## src/rtl/cam_ctrl_if.sv

```systemverilog
// cam_ctrl_if: valid/ready request and response bundle for cam_ctrl.
// master = requester side, slave = controller side.
interface cam_ctrl_if #(
  parameter int CAM_WIDTH  = 8,
  parameter int ADDR_WIDTH = 3
);
  logic                  req_valid;
  logic                  req_ready;
  logic                  req_op;
  logic [ADDR_WIDTH-1:0] req_addr;
  logic [CAM_WIDTH-1:0]  req_data;
  logic [CAM_WIDTH-1:0]  req_mask;
  logic                  resp_valid;
  logic                  resp_ready;
  logic                  resp_hit;
  logic                  resp_multi;
  logic [ADDR_WIDTH-1:0] resp_addr;
  logic                  resp_err;

  modport master (
    output req_valid, req_op, req_addr,
    output req_data, req_mask, resp_ready,
    input  req_ready, resp_valid, resp_hit,
    input  resp_multi, resp_addr, resp_err
  );

  modport slave (
    input  req_valid, req_op, req_addr,
    input  req_data, req_mask, resp_ready,
    output req_ready, resp_valid, resp_hit,
    output resp_multi, resp_addr, resp_err
  );
endinterface

```

## src/rtl/cam_ctrl.sv

```systemverilog
// cam_ctrl: sequences a CAM array for one requester (write / search).
// Ports: clk, rst (sync, active-low), bus (cam_ctrl_if.slave:
//   req_* in, resp_* out), cam_we_decoded_row_address,
//   cam_search_word, cam_dont_care_mask (to CAM),
//   cam_decoded_match_address (from CAM).
// Option: define CAM_CTRL_VALID_BITS_EN to gate matches with
//   per-row valid bits set by successful writes.
module cam_ctrl #(
  parameter int CAM_WIDTH  = 8,
  parameter int CAM_DEPTH  = 8,
  parameter int ADDR_WIDTH = 3
) (
  input  logic                 clk,
  input  logic                 rst,
  cam_ctrl_if.slave            bus,
  output logic [CAM_DEPTH-1:0] cam_we_decoded_row_address,
  output logic [CAM_WIDTH-1:0] cam_search_word,
  output logic [CAM_WIDTH-1:0] cam_dont_care_mask,
  input  logic [CAM_DEPTH-1:0] cam_decoded_match_address
);

  typedef enum logic [2:0] {
    IDLE, WR, SRCH, CAPT, RESP
  } state_t;

  state_t                r_state;
  logic                  r_req_ready;
  logic                  r_resp_valid;
  logic                  r_hit;
  logic                  r_multi;
  logic [ADDR_WIDTH-1:0] r_addr;
  logic                  r_err;
  logic [CAM_DEPTH-1:0]  r_we;
  logic [CAM_WIDTH-1:0]  r_word;
  logic [CAM_WIDTH-1:0]  r_mask;

  logic [CAM_DEPTH-1:0]  w_match;
  logic [CAM_DEPTH-1:0]  w_onehot;
  logic [ADDR_WIDTH-1:0] w_addr;
  logic                  w_wr_ok;
  logic                  w_multi;

`ifdef CAM_CTRL_VALID_BITS_EN
  logic [CAM_DEPTH-1:0]  r_valid;
  assign w_match = cam_decoded_match_address & r_valid;
`else
  assign w_match = cam_decoded_match_address;
`endif

  assign w_wr_ok  = int'(bus.req_addr) < CAM_DEPTH;
  assign w_onehot = CAM_DEPTH'(1) << bus.req_addr;
  // Clearing the lowest set bit leaves something iff >1 bit set.
  assign w_multi  = |(w_match & (w_match - CAM_DEPTH'(1)));

  // Scan high to low so row 0 wins.
  always_comb begin
    w_addr = '0;
    for (int i = CAM_DEPTH - 1; i >= 0; i--) begin
      if (w_match[i]) w_addr = ADDR_WIDTH'(i);
    end
  end

  always_ff @(posedge clk) begin
    if (!rst) begin
      r_state      <= IDLE;
      r_req_ready  <= 1'b1;
      r_resp_valid <= 1'b0;
      r_hit        <= 1'b0;
      r_multi      <= 1'b0;
      r_addr       <= '0;
      r_err        <= 1'b0;
      r_we         <= '0;
      r_word       <= '0;
      r_mask       <= '0;
`ifdef CAM_CTRL_VALID_BITS_EN
      r_valid      <= '0;
`endif
    end else begin
      unique case (r_state)
        IDLE: begin
          if (bus.req_valid && r_req_ready) begin
            r_req_ready <= 1'b0;
            r_word      <= bus.req_data;
            if (bus.req_op) begin
              r_mask  <= '0;
              // Row enable is registered so it is high only in WR.
              r_we    <= w_wr_ok ? w_onehot : '0;
              r_state <= WR;
            end else begin
              r_mask  <= bus.req_mask;
              r_state <= SRCH;
            end
          end
        end
        WR: begin
`ifdef CAM_CTRL_VALID_BITS_EN
          r_valid      <= r_valid | r_we;
`endif
          r_err        <= ~|r_we;
          r_we         <= '0;
          r_hit        <= 1'b0;
          r_multi      <= 1'b0;
          r_addr       <= '0;
          r_resp_valid <= 1'b1;
          r_state      <= RESP;
        end
        SRCH: begin
          r_state <= CAPT;
        end
        CAPT: begin
          r_hit        <= |w_match;
          r_multi      <= w_multi;
          r_addr       <= w_addr;
          r_err        <= 1'b0;
          r_resp_valid <= 1'b1;
          r_state      <= RESP;
        end
        RESP: begin
          if (bus.resp_ready) begin
            r_resp_valid <= 1'b0;
            r_req_ready  <= 1'b1;
            r_state      <= IDLE;
          end
        end
        default: begin
          r_we        <= '0;
          r_req_ready <= 1'b1;
          r_state     <= IDLE;
        end
      endcase
    end
  end

  assign bus.req_ready              = r_req_ready;
  assign bus.resp_valid             = r_resp_valid;
  assign bus.resp_hit               = r_hit;
  assign bus.resp_multi             = r_multi;
  assign bus.resp_addr              = r_addr;
  assign bus.resp_err               = r_err;
  assign cam_we_decoded_row_address = r_we;
  assign cam_search_word            = r_word;
  assign cam_dont_care_mask         = r_mask;

endmodule

```

## src/flat_wrapper.sv

```systemverilog
// flat-port wrapper written by rule: the top's interface ports become plain ports
module cam_ctrl_flat 
#(
  parameter int CAM_WIDTH  = 8,
  parameter int CAM_DEPTH  = 8,
  parameter int ADDR_WIDTH = 3
)
  (clk, rst, cam_we_decoded_row_address, cam_search_word, cam_dont_care_mask, cam_decoded_match_address, bus_req_valid, bus_req_op, bus_req_addr, bus_req_data, bus_req_mask, bus_resp_ready, bus_req_ready, bus_resp_valid, bus_resp_hit, bus_resp_multi, bus_resp_addr, bus_resp_err);
  cam_ctrl_if #(.CAM_WIDTH(CAM_WIDTH), .ADDR_WIDTH(ADDR_WIDTH)) bus_i ();
  input  logic clk;
  input  logic rst;
  output logic [CAM_DEPTH-1:0] cam_we_decoded_row_address;
  output logic [CAM_WIDTH-1:0] cam_search_word;
  output logic [CAM_WIDTH-1:0] cam_dont_care_mask;
  input  logic [CAM_DEPTH-1:0] cam_decoded_match_address;
  input wire logic [$bits(bus_i.req_valid)-1:0] bus_req_valid;
  input wire logic [$bits(bus_i.req_op)-1:0] bus_req_op;
  input wire logic [$bits(bus_i.req_addr)-1:0] bus_req_addr;
  input wire logic [$bits(bus_i.req_data)-1:0] bus_req_data;
  input wire logic [$bits(bus_i.req_mask)-1:0] bus_req_mask;
  input wire logic [$bits(bus_i.resp_ready)-1:0] bus_resp_ready;
  output wire logic [$bits(bus_i.req_ready)-1:0] bus_req_ready;
  output wire logic [$bits(bus_i.resp_valid)-1:0] bus_resp_valid;
  output wire logic [$bits(bus_i.resp_hit)-1:0] bus_resp_hit;
  output wire logic [$bits(bus_i.resp_multi)-1:0] bus_resp_multi;
  output wire logic [$bits(bus_i.resp_addr)-1:0] bus_resp_addr;
  output wire logic [$bits(bus_i.resp_err)-1:0] bus_resp_err;
  assign bus_i.req_valid = bus_req_valid;
  assign bus_i.req_op = bus_req_op;
  assign bus_i.req_addr = bus_req_addr;
  assign bus_i.req_data = bus_req_data;
  assign bus_i.req_mask = bus_req_mask;
  assign bus_i.resp_ready = bus_resp_ready;
  assign bus_req_ready = bus_i.req_ready;
  assign bus_resp_valid = bus_i.resp_valid;
  assign bus_resp_hit = bus_i.resp_hit;
  assign bus_resp_multi = bus_i.resp_multi;
  assign bus_resp_addr = bus_i.resp_addr;
  assign bus_resp_err = bus_i.resp_err;
  cam_ctrl #(.CAM_WIDTH(CAM_WIDTH), .CAM_DEPTH(CAM_DEPTH), .ADDR_WIDTH(ADDR_WIDTH)) u_core (.clk(clk), .rst(rst), .bus(bus_i), .cam_we_decoded_row_address(cam_we_decoded_row_address), .cam_search_word(cam_search_word), .cam_dont_care_mask(cam_dont_care_mask), .cam_decoded_match_address(cam_decoded_match_address));
endmodule
```

## config.mk

```make
export PLATFORM = sky130hd
export DESIGN_NAME = cam_ctrl_flat
export DESIGN_NICKNAME = d
export VERILOG_FILES = /design/src/rtl/cam_ctrl_if.sv /design/src/rtl/cam_ctrl.sv /design/src/flat_wrapper.sv
export SDC_FILE = /design/constraint.sdc
export NUM_CORES = 1
export LEC_CHECK = 0
export ABC_AREA = 1
export ABC_CLOCK_PERIOD_IN_PS = 2110
export BUFFER_PORTS_ARGS = -buffer_cell sky130_fd_sc_hd__buf_4
export CAP_MARGIN = 15
export CORE_ASPECT_RATIO = 1.5
export CORE_MARGIN = 1
export CORE_UTILIZATION = 45
export CTS_BUF_LIST = sky130_fd_sc_hd__clkbuf_8 sky130_fd_sc_hd__clkbuf_16
export CTS_CLUSTER_SIZE = 30
export DETAILED_ROUTE_END_ITERATION = 16
export PLACE_DENSITY = 0.84
export SYNTH_ARGS = -nofsm -noshare
export SYNTH_HDL_FRONTEND = slang
export SYNTH_SLANG_ARGS = --single-unit
```

## constraint.sdc

```tcl
create_clock -name clk -period 2.11 [get_ports clk]
set_input_delay 0.1055 -clock clk [delete_from_list [all_inputs] [get_ports clk]]
set_output_delay 0.1055 -clock clk [all_outputs]
set_load 0.03 [all_outputs]
```

Yosys cells after proc, flatten, opt, wreduce, memory -nomap -nowiden --
Index checks and enable logic that the tools add are counted.
Word-level totals: bits of input ports 32, bits in registers 35, output and inout bits 32, word-level logic and storage cells 63
Cells by class: muxes and demuxes 25, reductions and logical operators 16, equal/unequal tests 7, add/sub/neg operators 1, bitwise logic cells 3, shifts and indexed selects 1
Operator list (count):
- $mux 3 | 10
- $mux 8 | 3
- $reduce_or 8->1 | 3
- $pmux 8 s2 | 1
- $pmux 3 s4 | 1
- $and 8x8->8 | 1
- $pmux 1 s2 | 4
- $shl 1x3->8 const A | 1
- $sub 8x1->8 const B | 1
- $eq 3x2->1 const B | 2
- $pmux 3 s2 | 1
- $reduce_and 2->1 | 3
- $reduce_and 3->1 | 2
- $reduce_or 3->1 | 2
- $ne 2x2->1 const B | 2
- $reduce_bool 2->1 | 2
- $eq 3x1->1 const B | 1
- $eq 3x3->1 const B | 1
- $logic_not 3->1 | 1
- $mux 1 | 3
- $pmux 1 s3 | 1
- $mux 2 | 1
- $ne 2x1->1 const B | 1
- $not 1->1 | 2
- 3 further kinds | 3

Logic depth before layout (Yosys ltp) --
depth after elaboration 9, depth in mapped cells 9, gate-level depth less buffers 9

Worst setup path after synthesis --
Ideal clock, no wire load.
path kind reg-to-reg, start register u_core.r_req_ready, in the netlist u_core.bus.req_ready, end register u_core.r_we[5], in the netlist u_core.cam_we_decoded_row_address[5], library setup time 0.112 ns, arrival time 1.277 ns, stages on the path, launching flop included 9, setup slack 0.720 ns, data required time 1.998 ns, period minus slack after synthesis 1.390 ns, path buffers 1, cells stage by stage dfxtp_1 -> nand2_1 -> inv_1 -> nor2_4 -> nor2_4 -> buf_12 -> o21ai_2 -> nand2_2 -> nor2_2
Between the ends: cells in the longest elaborated chain, start to end 3
RTL lines:
- from (decl) | RTL line cam_ctrl.sv:27 | logic r_req_ready;
- from (signal assigned) | RTL line cam_ctrl.sv:66 | r_req_ready <= 1'b1;
- from (signal assigned) | RTL line cam_ctrl.sv:82 | r_req_ready <= 1'b0;
- from (signal assigned) | RTL line cam_ctrl.sv:121 | r_req_ready <= 1'b1;
- $logic_and 1x1->1 | RTL line cam_ctrl.sv:81 | if (bus.req_valid && r_req_ready) begin
- $ne 2x1->1 (no source line)
- $reduce_and 3->1 (no source line)
- to (signal assigned) | RTL line cam_ctrl.sv:87 | r_we <= w_wr_ok ? w_onehot : '0;
- to (decl) | RTL line cam_ctrl.sv:33 | logic [CAM_DEPTH-1:0] r_we;
No other way between the ends. A chain may end at the register's enable or synchronous reset.

Final worst setup path --
start register u_core.r_state[2], end register u_core.r_word[6], in the netlist u_core.cam_search_word[6]
Between the ends: cells in the longest elaborated chain, start to end 2
RTL lines:
- from (decl) | RTL line cam_ctrl.sv:26 | state_t r_state;
- from (signal assigned) | RTL line cam_ctrl.sv:65 | r_state <= IDLE;
- from (signal assigned) | RTL line cam_ctrl.sv:88 | r_state <= WR;
- from (signal assigned) | RTL line cam_ctrl.sv:91 | r_state <= SRCH;
- $logic_not 3->1 | RTL line cam_ctrl.sv:79 | unique case (r_state)
- $reduce_and 2->1 (no source line)
- to (signal assigned) | RTL line cam_ctrl.sv:83 | r_word <= bus.req_data;
- to (decl) | RTL line cam_ctrl.sv:34 | logic [CAM_WIDTH-1:0] r_word;
No other way between the ends.

==> reports/results.txt <==
Number of buffers and inverters on the critical path: 1
Crit Path Category: flip-flop to flip-flop
Startpoint types: flip-flop
Clk root buf: clkbuf_8
Final core occ: 63.6%
Die area: 3850 sq um
Outcome: finished clean
Post-route worst setup slack: 0.509 ns
Fin crit share: 75.9%
Initial antenna violation count: 0
Cell Area, Synth: 1620 sq um
Area leader, netlist: dfxtp_1
Total design power: 2.15 mW
Post-Layout Cell Count: 332
Syn Area/Cell: 7.16 sq um
Pre-antenna DRT Iters: 4
CP endpoint kind: flip-flop
Top-area cell type share of the netlist area: 43.3%
Crit path DAT: 1.79 ns
Die span in x: 51.0 um
CTS sink cnt: 35
Fraction of layout cells with a size suffix above 1: 34.1%
Starting Density: 47.4%
Final Max Tran Viols: 0
CP Depth: 6
Final nets: 321
Cell Rows: 26
Gpl congestion: 0.783
Leak pwr: 1.03 nW
Post-Synthesis Cells: 226
Placed Instances: 324
Core area: 3420 sq um
H-Tree Depth: 2
Resize count post-CTS: 0
Final Hold Viols: 0
Inserted Clock Buffers: 5
Drt drc: 0
Relative slew slack: 69.0%
Top-Level Pins: 64
PD cells: 989 nW/um^2
Vias per inst: 4.93
Critical path required time: 2.30 ns
DR vias: 1,637
Initial drt markers: 43
Grt ovf: 0
Port bufs: 63
CTS Buffer Depth: 2
Worst-path fanout max: 17
Pre-CTS WS: 0.503 ns
FILL cells: 324
Drt wl/cell: 11.6 um
R2R depth: 6
Syn nets: 258
Reg-to-reg endpoint: u_core.cam_search_word[6]$_SDFFE_PN0P_
Sequential-to-total area share from yosys stat: 43.3%
Crit path max-delay family: simple AND/OR/NAND/NOR gates
Hold Buf Count CTS: 0
Post-CTS setup buffer count: 0
RSZ-0062 raised after global routing: no
Slew @ Worst Pin: 0.462 ns
Seq cells post-synth: 35
Unique masters post-synth: 22
Worst hold path class: input pin to flip-flop
Crit-path cells: nor2_2, nand2_2, nor2_4, inv_2, nor2_1, nor2_1
HPWL Detailed: 2870 um
Setup Total Neg Slack: 0 ns
Max-Cap Viols: 0
Final clock skew: 0.00922 ns
CTS tree: built
Final setup viols: 0
Die Ht: 75.5 um
R2R setup slack: 0.51 ns
R2R Path Start: u_core.r_state[2]$_SDFFE_PN0P_
Worst Setup EP: u_core.cam_search_word[6]$_SDFFE_PN0P_
Clk Latency, worst-skew pair: 0.30 ns
Worst setup path start: u_core.r_state[2]$_SDFFE_PN0P_
Most used cell, CP: nor2_1
Clock-pin transition on the worst setup and hold timing paths: 0.07 ns
Area Overhead vs Synth: 34.2%
Yosys warning count: 0
CP max-delay cell: nor2_4
Peak VDD IR: 0.571 mV
Post-layout min period: 1.60 ns
Ranking of synthesized cells by area: dfxtp_1 (43%), nand2_1 (10%), nor2_2 (6.6%)
First-pass GRT wire length: 5910 um
GRT Total Usage: 20.7%
Final antenna-violating net count: 0
Critical path's largest stage delay: 0.37 ns
Largest net degree at the start of global routing: 20
WL final: 3860 um
Vias in the first global route: 1,474
N_diodes: 0
Fmax: 0.625 GHz
-- worst min-delay path, cell delays in order --
cell and delay (ns):
buf_4 0.08, nor2_1 0.03, nor2_1 0.08
-- placed cells by master (no fill, tap or decap), types with 2 or more instances in the layout --
cell / n
buf_4: 63
o21ai_0: 21
inv_1: 18
inv_2: 4
clkbuf_8: 5
nand4_1: 2
nand2_2: 3
nand2_1: 45
nor2_1: 26
nor3_1: 4
o21ai_2: 2
nor2_4: 3
nor2_2: 17
dfxtp_1: 35
nand3_1: 21
a21oi_1: 16
-- kinds of logic after synthesis --
| logic type | synth area share [%] |
|---|---|
| flip-flops | 43.3 |
| buffers and inverters | 8.65 |
| AO/OA/AOI/OAI | 13.3 |
| AND/OR/NAND/NOR | 34.8 |
-- final cells by class --
type / count / area (sq um) / area share [%]
Multi-Input combinational cell: 162 / 778 / 35.8
Sequential cell: 35 / 701 / 32.3
Clock buffer: 5 / 68.8 / 3.17
Clock inverter: 3 / 16.3 / 0.749
Inverter: 22 / 82.6 / 3.80
Timing Repair Buffer: 63 / 473 / 21.8
Tap cell: 42 / 52.6 / 2.42
-- per-stage QoR --
stage | hold WS [ns] | area (sq um)
after floorplan | 0.240 | 1620
after global placement | 0.327 | 2090
after detailed placement | 0.337 | 2090
after CTS | 0.0297 | 2170
after global routing | 0.0362 | 2170
final | 0.0277 | 2170
-- synth_stat cells --
cell type  number
nor2_1         26
buf_6           1
nor2_2         17
buf_2           3
o21ai_0        21
a21oi_1        16
buf_1           1
nand3_1        21
inv_2           4
nand4_1         2
clkinv_1        1
nor3_1          4
o21ai_1         1
dfxtp_1        35
inv_1          17
nand2_1        45
nand2_2         3
nor2_4          3
o211ai_1        1
buf_4           1
buf_12          1
o21ai_2         2
-- worst min path at each step --
stage / startpoint / end / slack, ns / cells after the start
global route: bus_req_data[0] / u_core.cam_search_word[0]$_SDFFE_PN0P_ / 0.04 / 3
detailed placement: bus_req_data[1] / u_core.cam_search_word[1]$_SDFFE_PN0P_ / 0.34 / 3
floorplan: bus_req_data[0] / u_core.cam_search_word[0]$_SDFFE_PN0P_ / 0.24 / 2
global placement: bus_req_data[3] / u_core.cam_search_word[3]$_SDFFE_PN0P_ / 0.33 / 3
CTS: bus_req_data[1] / u_core.cam_search_word[1]$_SDFFE_PN0P_ / 0.03 / 3
finish: bus_req_data[3] / u_core.cam_search_word[3]$_SDFFE_PN0P_ / 0.03 / 3
-- sequential cells by signal (all words and copies together) (netlist names) --
signal / flops
u_core.bus.resp_addr: 3
u_core.bus.req_ready: 1
u_core.cam_dont_care_mask: 8
u_core.cam_search_word: 8
u_core.bus.resp_err: 1
u_core.bus.resp_hit: 1
u_core.bus.resp_multi: 1
u_core.r_state: 3
u_core.cam_we_decoded_row_address: 8
u_core.bus.resp_valid: 1
-- routing by layer --
metal | track usage, % | vias to the layer above | routed length (um)
li1 | - | 850 | -
met1 | 19.3 | 736 | 1480
met2 | 38.9 | 45 | 2090
met3 | 7.58 | 6 | 245
met4 | 10.8 | 0 | 51
met5 | 0 | - | 0
-- power breakdown --
group          internal (mW)  switching, mW
Combinational          0.298          0.533
Clock                  0.226          0.250
Sequential             0.764         0.0781
Note: power is estimated with default switching activity, not from simulation.
